<file path="src/rtl/pcie_rp_pkg.sv">
// Shared constants and types for the RootPort requester-request path.
package pcie_rp_pkg;

  // Request types understood by the scheduler; anything else is unsupported.
  localparam logic [3:0] REQ_NONE   = 4'b0000;
  localparam logic [3:0] REQ_CFGRD1 = 4'b1000;

  // Response status encodings returned alongside rsp_valid.
  localparam logic [1:0] RSP_OK       = 2'd0;
  localparam logic [1:0] RSP_TIMEOUT  = 2'd1;
  localparam logic [1:0] RSP_UNSUP    = 2'd2;
  localparam logic [1:0] RSP_LINKDOWN = 2'd3;

  // Bit positions inside the encoder status word.
  localparam int ENC_ST_BUSY = 0;
  localparam int ENC_ST_DONE = 1;

  // Scheduler state encoding.
  typedef enum logic [1:0] {
    ST_IDLE  = 2'd0,
    ST_ISSUE = 2'd1,
    ST_WAIT  = 2'd2,
    ST_RESP  = 2'd3
  } sched_state_e;

  // One requester's request fields.
  typedef struct packed {
    logic [3:0]  req_type;
    logic [15:0] completer_id;
    logic [9:0]  reg_number;
    logic [10:0] dword_count;
  } cfg_req_t;

endpackage

</file>
<file path="src/rtl/pcie_cfg_req_scheduler_rr_arbiter.sv">
// Combinational round-robin arbiter: picks the first request at or after ptr,
// wrapping around to index 0.
module rr_arbiter #(
  parameter int N  = 4,
  parameter int IW = $clog2(N)
) (
  input  logic [N-1:0]  req,
  input  logic [IW-1:0] ptr,
  output logic [N-1:0]  grant,
  output logic [IW-1:0] grant_idx,
  output logic          grant_valid
);

  // Wrapped candidates (below ptr) first, then those at/after ptr override them;
  // descending scans make the lowest index of each group win.
  always_comb begin
    grant       = '0;
    grant_idx   = '0;
    grant_valid = 1'b0;
    for (int i = N - 1; i >= 0; i--) begin
      if (req[i] && (i < int'(ptr))) begin
        grant       = '0;
        grant[i]    = 1'b1;
        grant_idx   = IW'(i);
        grant_valid = 1'b1;
      end
    end
    for (int i = N - 1; i >= 0; i--) begin
      if (req[i] && (i >= int'(ptr))) begin
        grant       = '0;
        grant[i]    = 1'b1;
        grant_idx   = IW'(i);
        grant_valid = 1'b1;
      end
    end
  end

endmodule

</file>
<file path="src/rtl/pcie_cfg_req_scheduler.sv">
// Shares the CfgRd1 path of the TLP encoder among NUM_REQ requesters: round-robin
// grant, one-cycle command, wait for done/timeout/link-down, per-requester response.
module pcie_cfg_req_scheduler
  import pcie_rp_pkg::*;
#(
  parameter int NUM_REQ        = 4,
  parameter int TIMEOUT_CYCLES = 1024,
  parameter int TIMER_W        = $clog2(TIMEOUT_CYCLES + 1)
) (
  input  logic                    user_clk,
  input  logic                    user_reset,
  input  logic                    user_lnk_up,
  input  logic [NUM_REQ-1:0]      req_valid,
  output logic [NUM_REQ-1:0]      req_ready,
  input  logic [4*NUM_REQ-1:0]    req_type,
  input  logic [16*NUM_REQ-1:0]   req_completer_id,
  input  logic [10*NUM_REQ-1:0]   req_reg_number,
  input  logic [11*NUM_REQ-1:0]   req_dword_count,
  output logic [NUM_REQ-1:0]      rsp_valid,
  output logic [1:0]              rsp_status,
  output logic [3:0]              enc_req_type,
  output logic [15:0]             enc_completer_id,
  output logic [9:0]              enc_reg_number,
  output logic [10:0]             enc_dword_count,
  input  logic [31:0]             enc_status,
  output logic                    sched_busy
);

  localparam int IDX_W = $clog2(NUM_REQ);

  sched_state_e       state, state_d;
  logic [IDX_W-1:0]   rr_ptr, rr_ptr_d;
  logic [IDX_W-1:0]   lat_idx, lat_idx_d;
  logic [TIMER_W-1:0] timer, timer_d;

  logic [NUM_REQ-1:0] grant;
  logic [IDX_W-1:0]   grant_idx;
  logic               grant_valid;
  cfg_req_t           req_fields [NUM_REQ];
  cfg_req_t           sel;
  logic [NUM_REQ-1:0] lat_onehot;
  logic               wait_exit;

  logic [NUM_REQ-1:0] req_ready_d, rsp_valid_d;
  logic [1:0]         rsp_status_d;
  logic [3:0]         enc_req_type_d;
  logic [15:0]        enc_completer_id_d;
  logic [9:0]         enc_reg_number_d;
  logic [10:0]        enc_dword_count_d;
  logic               sched_busy_d;

  // Only the busy and done bits of the encoder status carry meaning here.
  logic unused_enc_status_bits;
  assign unused_enc_status_bits = ^enc_status[31:2];

  rr_arbiter #(
    .N  (NUM_REQ),
    .IW (IDX_W)
  ) u_arb (
    .req         (req_valid),
    .ptr         (rr_ptr),
    .grant       (grant),
    .grant_idx   (grant_idx),
    .grant_valid (grant_valid)
  );

  // Unpack the flat request buses into one struct per requester.
  always_comb begin
    for (int i = 0; i < NUM_REQ; i++) begin
      req_fields[i].req_type     = req_type[4*i +: 4];
      req_fields[i].completer_id = req_completer_id[16*i +: 16];
      req_fields[i].reg_number   = req_reg_number[10*i +: 10];
      req_fields[i].dword_count  = req_dword_count[11*i +: 11];
    end
  end

  assign sel = req_fields[grant_idx];

  // One-hot form of the latched winner, used for the response pulse.
  always_comb begin
    lat_onehot          = '0;
    lat_onehot[lat_idx] = 1'b1;
  end

  // Next-state and next-output logic; the enc_* registers double as the latch
  // for the winner's fields, so the encoder sees stable values throughout WAIT.
  always_comb begin
    state_d            = state;
    rr_ptr_d           = rr_ptr;
    lat_idx_d          = lat_idx;
    timer_d            = timer;
    wait_exit          = 1'b0;
    req_ready_d        = '0;
    rsp_valid_d        = '0;
    rsp_status_d       = RSP_OK;
    enc_req_type_d     = REQ_NONE;
    enc_completer_id_d = enc_completer_id;
    enc_reg_number_d   = enc_reg_number;
    enc_dword_count_d  = enc_dword_count;

    case (state)
      ST_IDLE: begin
        if (user_lnk_up && grant_valid && !enc_status[ENC_ST_BUSY]) begin
          lat_idx_d   = grant_idx;
          req_ready_d = grant;
          if (sel.req_type == REQ_CFGRD1) begin
            state_d            = ST_ISSUE;
            enc_req_type_d     = sel.req_type;
            enc_completer_id_d = sel.completer_id;
            enc_reg_number_d   = sel.reg_number;
            enc_dword_count_d  = sel.dword_count;
            timer_d            = TIMER_W'(TIMEOUT_CYCLES);
          end else begin
            state_d      = ST_RESP;
            rsp_valid_d  = grant;
            rsp_status_d = RSP_UNSUP;
          end
        end
      end
      ST_ISSUE: begin
        // The command cycle counts as the first cycle of the timeout window.
        timer_d = timer - TIMER_W'(1);
        state_d = ST_WAIT;
      end
      ST_WAIT: begin
        timer_d = timer - TIMER_W'(1);
        if (!user_lnk_up) begin
          wait_exit    = 1'b1;
          rsp_status_d = RSP_LINKDOWN;
        end else if (enc_status[ENC_ST_DONE]) begin
          wait_exit    = 1'b1;
          rsp_status_d = RSP_OK;
        end else if (timer == TIMER_W'(1)) begin
          wait_exit    = 1'b1;
          rsp_status_d = RSP_TIMEOUT;
        end
        if (wait_exit) begin
          state_d            = ST_RESP;
          rsp_valid_d        = lat_onehot;
          enc_completer_id_d = '0;
          enc_reg_number_d   = '0;
          enc_dword_count_d  = '0;
        end else begin
          rsp_status_d = RSP_OK;
        end
      end
      ST_RESP: begin
        state_d  = ST_IDLE;
        rr_ptr_d = (lat_idx == IDX_W'(NUM_REQ - 1)) ? '0 : lat_idx + IDX_W'(1);
      end
      default: state_d = ST_IDLE;
    endcase

    sched_busy_d = (state_d != ST_IDLE);
  end

  // State and registered outputs; synchronous reset clears everything.
  always_ff @(posedge user_clk) begin
    if (user_reset) begin
      state            <= ST_IDLE;
      rr_ptr           <= '0;
      lat_idx          <= '0;
      timer            <= '0;
      req_ready        <= '0;
      rsp_valid        <= '0;
      rsp_status       <= RSP_OK;
      enc_req_type     <= REQ_NONE;
      enc_completer_id <= '0;
      enc_reg_number   <= '0;
      enc_dword_count  <= '0;
      sched_busy       <= 1'b0;
    end else begin
      state            <= state_d;
      rr_ptr           <= rr_ptr_d;
      lat_idx          <= lat_idx_d;
      timer            <= timer_d;
      req_ready        <= req_ready_d;
      rsp_valid        <= rsp_valid_d;
      rsp_status       <= rsp_status_d;
      enc_req_type     <= enc_req_type_d;
      enc_completer_id <= enc_completer_id_d;
      enc_reg_number   <= enc_reg_number_d;
      enc_dword_count  <= enc_dword_count_d;
      sched_busy       <= sched_busy_d;
    end
  end

endmodule

</file>
<file path="config.mk">
export PLATFORM = sky130hd
export DESIGN_NAME = pcie_cfg_req_scheduler
export DESIGN_NICKNAME = d
export VERILOG_FILES = /design/src/rtl/pcie_rp_pkg.sv /design/src/rtl/pcie_cfg_req_scheduler_rr_arbiter.sv /design/src/rtl/pcie_cfg_req_scheduler.sv
export SDC_FILE = /design/constraint.sdc
export NUM_CORES = 1
export LEC_CHECK = 0
export ABC_AREA = 1
export BUFFER_PORTS_ARGS = -buffer_cell sky130_fd_sc_hd__buf_2
export CELL_PAD_IN_SITES_DETAIL_PLACEMENT = 0
export CELL_PAD_IN_SITES_GLOBAL_PLACEMENT = 1
export CORE_AREA = 2 2 131 133
export CTS_CLUSTER_SIZE = 24
export DETAILED_ROUTE_END_ITERATION = 10
export DIE_AREA = 0 0 133 135
export GPL_TIMING_DRIVEN = 0
export PLACE_DENSITY_LB_ADDON = 0.1
export SYNTH_ARGS = -nofsm -noshare
export SYNTH_HDL_FRONTEND = slang
export SYNTH_SLANG_ARGS = --single-unit
</file>
<file path="constraint.sdc">
create_clock -name user_clk -period 2 [get_ports user_clk]
set_input_delay 0.1 -clock user_clk [delete_from_list [all_inputs] [get_ports user_clk]]
set_output_delay 0.1 -clock user_clk [all_outputs]
set_load 0.005 [all_outputs]
</file>
==> results.yml <==
floorplan:
  fp.dieW_um: 133
  io-pin-count: 255
  num_rows: 47
  fp.dieH_um: 135
  coreArea_um2: 16400
  initial_core_util_pct: 28.8
  fp.dieArea_um2: 18000
critical_path:
  crit_path_end_kind: "register"
  crit_start: "rr_ptr[1]"
  crit_chain: "nor2_1, nand2_1, inv_1, nor2_4, nand2_4, nand2_1, nand3_4, nand2_1, nand2_1, or2_1, a21oi_1"
  reg2reg_to: "rsp_valid[0]"
  cp_common_cell: "nand2_1"
  ff2ff_setup_slack_ns: 0.15
  crit_end: "rsp_valid[0]"
  worstReg2RegStart: "rr_ptr[1]"
  critPathLaunchType: "register"
  cp_data_required_time_ns: 2.27
  slowest_stage: "dfxtp_4"
  crit_path_max_fanout: 6
  critical_path_buf_inv_count: 1
  path_depth: 11
  worstPathArrival_ns: 2.12
  cpPeakStageDelay_ns: 0.39
  worstSetupPathType: "reg -> reg"
  cp_top_family: "simple AND/OR/NAND/NOR gates"
  worstRegToRegCells: 11
logic_synthesis:
  synth-compound-area-share_pct: 7.89
  yosysUniqueCellTypes: 39
  synth_warnings: 0
  synth_edf_count: 0
  ys_seq_area_share_pct: 29.2
  synth-main-ff-cell: "dfxtp_1"
  synth_cells: 807
  synth.cell_area_um2: 4730
  synthAdderAreaFrac_pct: 2.38
  syn_area_per_cell_um2: 5.86
  synth_xor_area_share_pct: 1.30
  synth-seq-cells: 69
  synthSimpleGateAreaFrac_pct: 45.2
  synthMuxAreaShare_pct: 0
  synthArstFlopShare_pct: 0
  synth_top_family_by_area: "simple AND/OR/NAND/NOR gates"
worst_hold_path:
  min_from: "req_valid[2]"
  hp-class: "in -> reg"
sta:
  timing.final.ws_setup_ns: 0.147
  slew_headroom_pct: 58.1
  finalCritPeriodShare_pct: 92.7
  rsz0062_at_grt: "yes"
  worst_pin_slew_ns: 0.628
  min_period_ns: 1.85
  finalHoldViolCount: 0
  fin_skew_ns: 0.00401
  setup-violations-final: 0
  drv_slew: 0
  fmax_ghz: 0.540
detailed_routing:
  drtPass1Iterations: 4
  drt_wl_total_um: 17800
  drtAntennaViolNets: 0
  vias: 5621
  drc_errors: 0
  viasPerCell: 4.40
  post_drt_wl_per_cell_um: 14.0
  drtIter0Drc: 267
place:
  pre_cts_slack_ns: -0.198
  dp_hpwl_um: 13800
  portBuffers: 223
  place_congestion: 0.815
grt:
  overflow: 0
  antenna_found_initial: 1
  grt.total_usage_pct: 19.9
  grt_pass1_vias: 5505
  grt_pass1_wl_um: 28200
  grt_max_degree: 13
pwr:
  share_seq_of_total_power_pct: 27.6
  peakVddDrop_uv: 463
  p_comb_share_pct: 40.6
  power_density_nw_per_um2: 895
  p_switching_mw: 2.25
  intPower_mw: 3.73
  p_sw_share_pct: 37.6
  power_mw: 5.98
  p_leak_nw: 3.72
  p_clk_share_pct: 31.7
finish:
  fin_nets: 1264
  n_fill_cell: 1881
  seq_area_um2: 1390
  multi_input_area_um2: 2770
  syn2layout_area_growth_pct: 41.2
  layout-drive-gt1-share_pct: 29.3
cts:
  htreeDepth: 3
  cts-root-buf: "clkbuf_16"
  clock_sinks: 69
  clk-insertion-delay-late_ns: 0.34
  numCtsBuffers: 9
  clk_path_buf_depth: 2
  cts_tree: "done"
  clk_pin_slew_ns: 0.06
run:
  maxCapViolCount: 0
run_status:
  outcome: "finished clean"
-- synthesized netlist by cell type (2+ instances only) --
master / n / area [um^2]
buf_2: 18 / 90.1
nand3_1: 137 / 686
inv_2: 4 / 15.0
clkbuf_1: 15 / 56.3
a21oi_1: 57 / 285
inv_1: 103 / 387
nor4_1: 2 / 12.5
nor3_1: 4 / 20.0
ha_1: 9 / 113
o21ai_0: 8 / 40.0
nand4_1: 3 / 18.8
nand2_1: 299 / 1120
nor2_1: 32 / 120
dfxtp_1: 69 / 1380
nand2_2: 2 / 12.5
buf_6: 3 / 33.8
nand3_2: 3 / 30.0
nor2_2: 2 / 12.5
or2_2: 4 / 25.0
xor2_1: 4 / 35.0
buf_4: 8 / 60.1
xnor2_1: 3 / 26.3
a31oi_1: 2 / 12.5
-- placed cells by master, fill, tap and decap left out, types with 9 or more instances in the layout --
cell type and instances:
nand2_1 296, buf_2 233, nand3_1 137, inv_1 103, dfxtp_1 67, a21oi_1 57, nor2_1 31, buf_4 18
clkbuf_16 9
-- registers in the layout, indices dropped and copies added, names as in the netlist --
name and flops:
enc_completer_id 16, enc_dword_count 11, enc_reg_number 10, enc_req_type 4, lat_idx 2, req_ready 4, rr_ptr 2, rsp_status 2
rsp_valid 4, sched_busy 1, state 2, timer 11
-- routing by layer --
layer / GRT usage, % / vias up / share of wire [%]
met5: 0 / - / 0
met3: 5.18 / 17 / 6.6
met4: 5.62 / 0 / 1.7
met1: 25.5 / 2420 / 47
met2: 33.2 / 172 / 45
li1: - / 3012 / -
-- worst min-delay path by stage --
stage	endpoint	slack [ns]	depth (start not counted)
3_5_place_dp	rsp_status[0]	0.31	2
6_report	req_ready[3]	0.15	4
4_1_cts	req_ready[3]	0.13	4
5_1_grt	req_ready[3]	0.16	4
2_1_floorplan	rsp_status[0]	0.19	1
3_3_place_gp	rsp_status[0]	0.31	2
-- kinds of logic (layout without fill, tap and decap cells) --
group | Yosys count | in the layout
compound gates | 72 | 72
xor+xnor | 7 | 7
fa+ha+maj | 9 | 9
buf+inv | 154 | 400
flops | 69 | 69
other cells | 1 | 4
simple gates | 495 | 496
-- stage by stage --
stage | TNS [ns] | cell area, um^2 | util (%) | std cells | hold slack (ns)
5_1_grt | -0.0346 | 6680 | 40.7 | 1277 | 0.164
3_3_place_gp | -4.98 | 6120 | 37.3 | 1252 | 0.313
4_1_cts | 0 | 6530 | 39.8 | 1270 | 0.127
2_1_floorplan | 0 | 4730 | - | 809 | 0.195
6_report | 0 | 6680 | 40.7 | 1277 | 0.147
3_5_place_dp | -5.63 | 6120 | 37.3 | 1252 | 0.312
-- tightest hold or removal path, stage by stage --
cell and delay, ns:
buf_2 0.12, a21oi_1 0.11, nand2_1 0.08, nor2_1 0.04
-- power by group through the flow --
stage	combinational, mW	clock [mW]	sequential (mW)
after global placement	2.32	0	1.67
after detailed placement	2.31	0	1.68
after floorplan	1.60	0	1.66
after global routing	2.76	2.01	1.67
final	2.43	1.90	1.65
after CTS	2.35	1.94	1.65
-- final cells by class --
| class | instances | share of cell area (%) |
|---|---|---|
| Antenna cell | 1 | 0.0375 |
| Buffer | 44 | 4.27 |
| Clock buffer | 10 | 3.58 |
| Clock inverter | 5 | 1.61 |
| Inverter | 109 | 6.30 |
| Multi-Input combinational cell | 587 | 41.5 |
| Sequential cell | 69 | 20.8 |
| Tap cell | 220 | 4.12 |
| Timing Repair Buffer | 232 | 17.8 |
-- repair_timing --
| action | 4_1_cts | 5_1_grt |
|---|---|---|
| hold buffers | 3 | 0 |
| pin swaps | 0 | 3 |
| gates resized for setup | 13 | 32 |
| endpoints found under the setup margin | 37 | 52 |
| endpoints found under the hold margin | 2 | 0 |
| gates cloned | 0 | 1 |
| buffers inserted | 0 | 6 |
Power figures use the tool's default switching activity.
